===== src/rtl/rect_compositor.sv =====
// Composites NUM_RECTS prioritised, bouncing rectangles over a black background.
// Two-stage pixel pipeline (hit vector, then palette colour) plus a per-frame animation sweep.
module rect_compositor #(
    parameter int NUM_RECTS = 4,
    parameter int COORD_W   = 12,
    parameter int H_ACTIVE  = 640,
    parameter int V_ACTIVE  = 480
) (
    input  logic               pixclk,
    input  logic               rst,
    input  logic [COORD_W-1:0] x,
    input  logic [COORD_W-1:0] y,
    input  logic               hsync_i,
    input  logic               vsync_i,
    input  logic               draw_area_i,
    input  logic               animate,
    input  logic               go_animate,
    input  logic               cfg_we,
    input  logic [2:0]         cfg_idx,
    input  logic [2:0]         cfg_field,
    input  logic [COORD_W-1:0] cfg_data,
    output logic [7:0]         red,
    output logic [7:0]         green,
    output logic [7:0]         blue,
    output logic               hsync_o,
    output logic               vsync_o,
    output logic               draw_area_o,
    output logic               busy,
    output logic               overrun
);

    // state | meaning
    // IDLE  | waiting for an enabled animate pulse
    // SWEEP | moving rectangle idx, one per cycle
    typedef enum logic {IDLE, SWEEP} state_t;

    localparam logic [COORD_W-1:0] H_LIM = COORD_W'(H_ACTIVE);
    localparam logic [COORD_W-1:0] V_LIM = COORD_W'(V_ACTIVE);
    localparam logic [2:0]         LAST  = 3'(NUM_RECTS - 1);

    logic [COORD_W-1:0] rx [NUM_RECTS];
    logic [COORD_W-1:0] ry [NUM_RECTS];
    logic [COORD_W-1:0] rw [NUM_RECTS];
    logic [COORD_W-1:0] rh [NUM_RECTS];
    logic [2:0]         col [NUM_RECTS];
    logic [3:0]         dx [NUM_RECTS];
    logic [3:0]         dy [NUM_RECTS];
    logic [NUM_RECTS-1:0] en, neg_x, neg_y;

    state_t     state;
    logic [2:0] idx;

    // Returns {direction_negative, new_position}; intermediate sum is wide enough never to wrap.
    function automatic logic [COORD_W:0] bounce(
        input logic [COORD_W-1:0] pos,
        input logic [COORD_W-1:0] size,
        input logic [3:0]         spd,
        input logic               neg,
        input logic [COORD_W-1:0] lim
    );
        logic [COORD_W+1:0] far;
        logic [COORD_W-1:0] step;
        logic [COORD_W:0]   res;
        step = {{(COORD_W-4){1'b0}}, spd};
        far  = {2'b00, pos} + {2'b00, size} + {2'b00, step};
        if (size >= lim)
            res = {neg, {COORD_W{1'b0}}};
        else if (!neg)
            res = (far >= {2'b00, lim}) ? {1'b1, lim - size} : {1'b0, pos + step};
        else
            res = (pos < step) ? {1'b0, {COORD_W{1'b0}}} : {1'b1, pos - step};
        return res;
    endfunction

    function automatic logic [23:0] palette(input logic [2:0] c);
        logic [23:0] rgb;
        case (c)
            3'd1:    rgb = 24'hDB203E;
            3'd2:    rgb = 24'h4D191B;
            3'd3:    rgb = 24'hA8B043;
            3'd4:    rgb = 24'h2B3314;
            3'd5:    rgb = 24'hFFA900;
            3'd6:    rgb = 24'h472812;
            3'd7:    rgb = 24'hFFFFFF;
            default: rgb = 24'h000000;
        endcase
        return rgb;
    endfunction

    always_ff @(posedge pixclk) begin
        if (rst) begin
            state   <= IDLE;
            idx     <= '0;
            busy    <= 1'b0;
            overrun <= 1'b0;
        end else begin
            case (state)
                IDLE: begin
                    if (animate && go_animate) begin
                        state <= SWEEP;
                        idx   <= '0;
                        busy  <= 1'b1;
                    end
                end
                SWEEP: begin
                    if (animate)
                        overrun <= 1'b1;
                    if (idx == LAST) begin
                        state <= IDLE;
                        busy  <= 1'b0;
                    end else begin
                        idx <= idx + 3'd1;
                    end
                end
                default: state <= IDLE;
            endcase
        end
    end

    logic [COORD_W-1:0] cur_x, cur_y, cur_w, cur_h;
    logic [3:0]         cur_dx, cur_dy;
    logic               cur_nx, cur_ny;
    logic [COORD_W:0]   bx, by;

    always_comb begin
        cur_x  = '0;
        cur_y  = '0;
        cur_w  = '0;
        cur_h  = '0;
        cur_dx = '0;
        cur_dy = '0;
        cur_nx = 1'b0;
        cur_ny = 1'b0;
        for (int i = 0; i < NUM_RECTS; i++) begin
            if (idx == 3'(i)) begin
                cur_x  = rx[i];
                cur_y  = ry[i];
                cur_w  = rw[i];
                cur_h  = rh[i];
                cur_dx = dx[i];
                cur_dy = dy[i];
                cur_nx = neg_x[i];
                cur_ny = neg_y[i];
            end
        end
        bx = bounce(cur_x, cur_w, cur_dx, cur_nx, H_LIM);
        by = bounce(cur_y, cur_h, cur_dy, cur_ny, V_LIM);
    end

    // Config write is applied after the sweep update so it wins for its own field.
    always_ff @(posedge pixclk) begin
        if (rst) begin
            en    <= '0;
            neg_x <= '0;
            neg_y <= '0;
            for (int i = 0; i < NUM_RECTS; i++) begin
                rx[i]  <= '0;
                ry[i]  <= '0;
                rw[i]  <= '0;
                rh[i]  <= '0;
                col[i] <= '0;
                dx[i]  <= '0;
                dy[i]  <= '0;
            end
        end else begin
            for (int i = 0; i < NUM_RECTS; i++) begin
                if (state == SWEEP && idx == 3'(i) && en[i]) begin
                    rx[i]    <= bx[COORD_W-1:0];
                    neg_x[i] <= bx[COORD_W];
                    ry[i]    <= by[COORD_W-1:0];
                    neg_y[i] <= by[COORD_W];
                end
                if (cfg_we && cfg_idx == 3'(i)) begin
                    case (cfg_field)
                        3'd0: rx[i] <= cfg_data;
                        3'd1: ry[i] <= cfg_data;
                        3'd2: rw[i] <= cfg_data;
                        3'd3: rh[i] <= cfg_data;
                        3'd4: begin
                            en[i]  <= cfg_data[3];
                            col[i] <= cfg_data[2:0];
                        end
                        3'd5: begin
                            dx[i]    <= cfg_data[3:0];
                            dy[i]    <= cfg_data[7:4];
                            neg_x[i] <= 1'b0;
                            neg_y[i] <= 1'b0;
                        end
                        default: ;
                    endcase
                end
            end
        end
    end

    logic [NUM_RECTS-1:0] hit_c, hit_q;
    logic                 hs1, vs1, da1;

    always_comb begin
        hit_c = '0;
        for (int i = 0; i < NUM_RECTS; i++) begin
            hit_c[i] = en[i]
                && (x >= rx[i]) && ({1'b0, x} < ({1'b0, rx[i]} + {1'b0, rw[i]}))
                && (y >= ry[i]) && ({1'b0, y} < ({1'b0, ry[i]} + {1'b0, rh[i]}));
        end
    end

    always_ff @(posedge pixclk) begin
        if (rst) begin
            hit_q <= '0;
            hs1   <= 1'b0;
            vs1   <= 1'b0;
            da1   <= 1'b0;
        end else begin
            hit_q <= hit_c;
            hs1   <= hsync_i;
            vs1   <= vsync_i;
            da1   <= draw_area_i;
        end
    end

    logic [2:0]  sel_col;
    logic [23:0] rgb_c;

    // Scan from the top index down so the lowest hitting index is the last assignment.
    always_comb begin
        sel_col = 3'd0;
        for (int i = NUM_RECTS - 1; i >= 0; i--) begin
            if (hit_q[i])
                sel_col = col[i];
        end
        rgb_c = palette(sel_col);
    end

    always_ff @(posedge pixclk) begin
        if (rst) begin
            red         <= '0;
            green       <= '0;
            blue        <= '0;
            hsync_o     <= 1'b0;
            vsync_o     <= 1'b0;
            draw_area_o <= 1'b0;
        end else begin
            hsync_o     <= hs1;
            vsync_o     <= vs1;
            draw_area_o <= da1;
            if (da1)
                {red, green, blue} <= rgb_c;
            else
                {red, green, blue} <= 24'h000000;
        end
    end

endmodule


===== config.mk =====
export PLATFORM = sky130hd
export DESIGN_NAME = rect_compositor
export DESIGN_NICKNAME = d
export VERILOG_FILES = /design/src/rtl/rect_compositor.sv
export SDC_FILE = /design/constraint.sdc
export NUM_CORES = 1
export LEC_CHECK = 0
export ABC_AREA = 0
export CAP_MARGIN = 10
export CORE_MARGIN = 4
export CORE_UTILIZATION = 51
export CTS_CLUSTER_SIZE = 16
export DETAILED_ROUTE_END_ITERATION = 8
export DONT_BUFFER_PORTS = 1
export PLACE_DENSITY = 0.77
export SLEW_MARGIN = 20
export SYNTH_ARGS = -nofsm -noshare
export SYNTH_HDL_FRONTEND = slang
export SYNTH_SLANG_ARGS = --single-unit

===== constraint.sdc =====
create_clock -name pixclk -period 6.5 [get_ports pixclk]
set_clock_uncertainty 0.2 [all_clocks]
set_input_delay 1.3 -clock pixclk [delete_from_list [all_inputs] [get_ports pixclk]]
set_output_delay 1.3 -clock pixclk [all_outputs]
set_load 0.01 [all_outputs]

# After elaboration in Yosys (flattened, before gate mapping)

Memories as Yosys holds them, arrays and structs flattened.
Index checks and enable logic that the tools add are counted.

Mux-type cells: 206
$add $sub $neg: 19
Bitwise operators: 38
Order comparisons: 22
Equality and inequality tests: 21
Reduce and logical (&&, ||, !) cells: 40

Operators with widths:

| kind                                                                | number |
|---|---|
| 2-to-1 mux 12 bit                                                   | 40 |
| case mux 24 bit (7 select lines)                                    | 1 |
| adder 12 x 12 -> 13 bit                                             | 10 |
| 2-to-1 mux 1 bit                                                    | 128 |
| < comparator 12 x 13 -> 1 bit                                       | 8 |
| 2-to-1 mux 13 bit                                                   | 8 |
| greater-or-equal comparator 12 bit                                  | 8 |
| 2-to-1 mux 4 bit                                                    | 16 |
| OR 1 bit                                                            | 36 |
| 2-to-1 mux 3 bit                                                    | 10 |
| logical AND 1 bit                                                   | 29 |
| adder 13 x 4 -> 14 bit                                              | 2 |
| adder 12 x 4 -> 12 bit                                              | 2 |
| equality test 3 x 2 -> 1 bit, second input constant                 | 8 |
| < comparator 12 x 4 -> 1 bit                                        | 2 |
| subtractor 12 x 4 -> 12 bit                                         | 2 |
| equality test 3 bit, second input constant                          | 6 |
| greater-or-equal comparator 14 x 10 -> 1 bit, second input constant | 1 |
| greater-or-equal comparator 14 x 9 -> 1 bit, second input constant  | 1 |
| AND reduction 2 bit                                                 | 7 |
| equality test 3 x 1 -> 1 bit, second input constant                 | 4 |
| greater-or-equal comparator 12 x 10 -> 1 bit, second input constant | 1 |
| greater-or-equal comparator 12 x 9 -> 1 bit, second input constant  | 1 |
| subtractor 10 x 12 -> 12 bit, first input constant                  | 1 |
| other kinds (9)                                                     | 14 |

Bits in registers: 52
Memories kept: 7
Logic and storage cells: 373
Bits in writable memories: 236
Input port bits: 50

Memories:

| name            | words | width | read ports | clocked after memory_dff | wr ports | RTL line | text |
|---|---|---|---|---|---|---|---|
| rh              | 4     | 12    | 4          | 0                        | 4        | 44       | `logic [COORD_W-1:0] rh [NUM_RECTS];` |
| rw              | 4     | 12    | 4          | 0                        | 4        | 43       | `logic [COORD_W-1:0] rw [NUM_RECTS];` |
| rx              | 4     | 12    | 4          | 0                        | 4        | 41       | `logic [COORD_W-1:0] rx [NUM_RECTS];` |
| ry              | 4     | 12    | 4          | 0                        | 4        | 42       | `logic [COORD_W-1:0] ry [NUM_RECTS];` |
| dx              | 4     | 4     | 4          | 0                        | 4        | 46       | `logic [3:0] dx [NUM_RECTS];` |
| dy              | 4     | 4     | 4          | 0                        | 4        | 47       | `logic [3:0] dy [NUM_RECTS];` |
| 1 more memories | n/a   | n/a   | n/a        | n/a                      | n/a      | n/a      |  |

# Longest topological paths before layout

Depth after elaboration: 14
Mapped depth: 26
Gate-level depth less buffers: 20

# Least setup slack after synthesis

No wires, ideal clock.

Kind: register to register
Start: register idx[2]
End: memory ry[0][0] (data pin)
Path buffers: 8
Period minus slack after synthesis: 5877 ps
Required time: 6044 ps
Cell stages (with the launch flop): 27
Setup slack: 623 ps
Arrival time: 5420 ps
Cells stage by stage: dfxtp_1 buf_2 inv_1 ha_1 buf_2 buf_2 buf_2 clkbuf_1 clkbuf_1 clkbuf_1 nor3_1 a21oi_1 fa_1 inv_1 ha_1 inv_1 fa_1 nor2b_1 o2111ai_1 nand3_1 nand4_1 a2111oi_4 o21a_1 buf_6 nand2_4 a22o_1 a22o_1

RTL lines:

| what                   | RTL line | text |
|---|---|---|
| start, declared        | 51       | `logic [2:0] idx;` |
| start signal, assigned | 112      | `idx <= idx + 3'd1;` |
| end, declared          | 42       |  |

==> results.py <==
metrics = {
    "run_status": {
        "outcome": "finished clean",
    },
    "synthesis": {
        "synth_fa_ha_area_share_pct": 19.3,
        "async_reset_ff_share_pct": 0,
        "ys_seq_area_share_pct": 33.1,
        "synthFlopType": "edfxtp_1",
        "synth_edf_count": 236,
        "synthCells": 2543,
        "yosys_warnings": 0,
        "synth_mux_area_share_pct": 0.462,
        "syn_nets": 2956,
        "synth-simple-area-share_pct": 15.8,
        "synth_top_family_by_area": "compound AO/OA/AOI/OAI gates",
        "post_synth.cell_area_avg_sq_um": 9.58,
        "synth-compound-area-share_pct": 21.6,
        "synthXorXnorAreaFrac_pct": 4.64,
        "syn_area_sq_um": 24300,
        "synth-seq-cells": 285,
        "ys_types": 94,
    },
    "sta": {
        "finalCriticalPeriod_ns": 6.00,
        "rsz0062_at_grt": "no",
        "hold_ws_ns": 0.247,
        "setup_viol": 0,
        "period_share_pct": 92.3,
        "maxSlewViolCount": 0,
        "tightest_slew_ns": 1.23,
        "clock.fmax_mhz": 167,
        "finalHoldViolCount": 0,
        "relSlewSlack_pct": 17.9,
        "tns_ns": 0,
    },
    "min_path": {
        "hold_path_class": "register to register",
        "min_path_cells": 1,
    },
    "die": {
        "start_util_pct": 52.0,
        "die_w_um": 227,
        "dieArea_sq_um": 51300,
        "rows": 79,
        "fp.coreArea_sq_um": 46900,
        "die_y_um": 227,
        "design.portCount": 79,
    },
    "power": {
        "power_density_nw_per_um2": 223,
        "p_leak_nw": 10.9,
        "p_total_mw": 5.79,
        "ir_worst_vdd_mv": 0.244,
    },
    "finish": {
        "final_cell_area_sq_um": 25900,
        "drive_above_1_share_pct": 5.69,
        "nFillCells": 4077,
        "final_nets": 2903,
        "diodes": 0,
        "area_growth_pct": 6.44,
        "final_cell_mix": "ha_1 (338), edfxtp_1 (236), inv_1 (199), a21oi_1 (156), and2_1 (155)",
        "final_common_cell": "ha_1",
    },
    "routing": {
        "via_per_inst": 6.53,
        "wl_um": 75900,
        "firstDrtPassIters": 6,
        "drc": 0,
        "routedWlPerCell_um": 24.3,
        "detail-route-antenna-nets": 0,
        "drt_iter0_markers": 2609,
        "vias": 20400,
    },
    "clocking": {
        "clock-sinks": 285,
        "cts-resized-gates": 0,
        "postCtsHoldBufs": 0,
        "numCtsBuffers": 30,
        "clk_pin_slew_worst_paths_ns": 0.07,
        "postCtsSetupBuffers": 0,
        "cts_buffer_depth": 3,
        "root_buffer": "clkbuf_16",
        "htreeDepth": 1,
        "clk_latency_ns": 0.61,
        "cts_tree": "built",
    },
    "critical_path": {
        "path_class": "register to register",
        "startpoint_type": "register",
        "critPathRequiredTime_ns": 6.69,
        "cp-end-kind": "register",
        "r2r_cells": 20,
        "crit_fanout": 36,
        "cp.arrival_ns": 6.20,
    },
    "placement": {
        "gp_congestion": 1.01,
        "placed_cell_area_sq_um": 24800,
        "port_buffers": 0,
        "post-dp-hpwl_um": 58900,
    },
    "grt": {
        "grt_max_degree": 65,
        "antenna_found_initial": 2,
        "grt_pass1_wl_um": 115000,
        "grt_pass1_vias": 19800,
        "grt_use_total_pct": 29.0,
        "grt_overflow": 0,
    },
    "flow_run": {
        "max_cap_viol_count": 0,
    },
}
## layer usage
layer,up-vias,GRT usage [%],wire length (um),part of all wire (%)
met1,9770,39.9,30600,40
met5,-,0,0,0
li1,9286,-,-,-
met4,0,9.43,2830,3.7
met3,171,6.51,9050,12
met2,1154,45.8,33400,44
## area by class of cell
cell class / instances / area [sq um] / area share (%)
flip-flops and latches: 285 / 8070 / 31.1
well taps: 607 / 759 / 2.93
inverters: 202 / 758 / 2.93
clock buffers: 33 / 762 / 2.94
repair buffers: 23 / 173 / 0.666
multi-input cells: 1948 / 15100 / 58.3
clock inverters: 23 / 280 / 1.08
## where the power goes
part           internal, mW  switching (mW)  leakage [nW]  total, mW
Clock                  1.02           0.785         0.489       1.81
Sequential             2.06          0.0962          2.66       2.15
Combinational         0.749            1.08          7.79       1.83
## cells in the mapped netlist (14+ instances only)
cell / count / area share [%]
a211oi_1: 36 / 1.1
a21o_1: 65 / 2.0
a21oi_1: 157 / 3.2
a221o_1: 18 / 0.74
a221oi_1: 34 / 1.2
a22o_1: 78 / 2.8
a22oi_1: 23 / 0.71
and2_1: 155 / 4.0
and3_1: 15 / 0.39
buf_2: 20 / 0.41
clkbuf_1: 73 / 1.1
dfxtp_1: 49 / 4.0
edfxtp_1: 236 / 29
fa_1: 22 / 1.8
ha_1: 341 / 18
inv_1: 199 / 3.1
nand2_1: 112 / 1.7
nand2b_1: 49 / 1.3
nand3_1: 46 / 0.95
nand3b_1: 14 / 0.43
nor2_1: 142 / 2.2
nor2b_1: 54 / 1.4
nor3_1: 65 / 1.3
o2111ai_1: 17 / 0.61
o21a_1: 29 / 0.89
o21ai_0: 103 / 2.1
o21bai_1: 26 / 0.80
o41ai_1: 14 / 0.50
or3_1: 16 / 0.41
xnor2_1: 71 / 2.6
xor2_1: 58 / 2.1
## per-stage QoR
| step | util [%] | setup slack (ns) | cells |
|---|---|---|---|
| floorplan | - | 0.623 | 2543 |
| global placement | 53.0 | 0.691 | 3065 |
| detailed placement | 53.0 | 0.477 | 3065 |
| CTS | 55.2 | 0.421 | 3121 |
| global route | 55.3 | 0.211 | 3121 |
| finish | 55.3 | 0.499 | 3121 |
## registers in the layout (all words and copies together), names as in the netlist, 6 cells and up, named ones only
signal / flops
dx: 16
rh: 48
red: 8
green: 6
col: 12
ry: 48
rw: 48
dy: 16
rx: 48
blue: 7
## logic make-up (layout without fill, tap and decap cells)
kind of cell | count (synthesis) | after routing
AOI/OAI and AO/OA | 724 | 724
and+or+nand+nor | 721 | 721
adders and majority gates | 363 | 363
buffers and inverters | 310 | 281
DFF | 285 | 285
xor gates and xnor gates | 129 | 129
muxes | 11 | 11
## final timing paths
path	startpoint	end	slack [ns]
worst max-delay path	idx[2]	rx[0][7]	0.50
worst min-delay path	vs1	vsync_o	0.25
worst max register to register	idx[2]	rx[0][7]	0.50
worst min register to register	vs1	vsync_o	0.25
## critical path, stage by stage (launching register included)
cell      delay [ns]
dfxtp_1         0.70
inv_1           0.19
ha_4            0.32
or2_1           0.38
a311oi_1        0.60
a21oi_1         0.20
fa_1            0.55
inv_1           0.04
ha_1            0.21
inv_1           0.07
fa_1            0.19
nor2b_1         0.05
o211a_1         0.21
o31ai_1         0.35
a21oi_1         0.14
xnor2_1         0.16
o211ai_2        0.14
buf_4           0.28
mux2i_1         0.26
a22oi_2         0.12
o41ai_1         0.41
(Power assumes the default switching activity.)
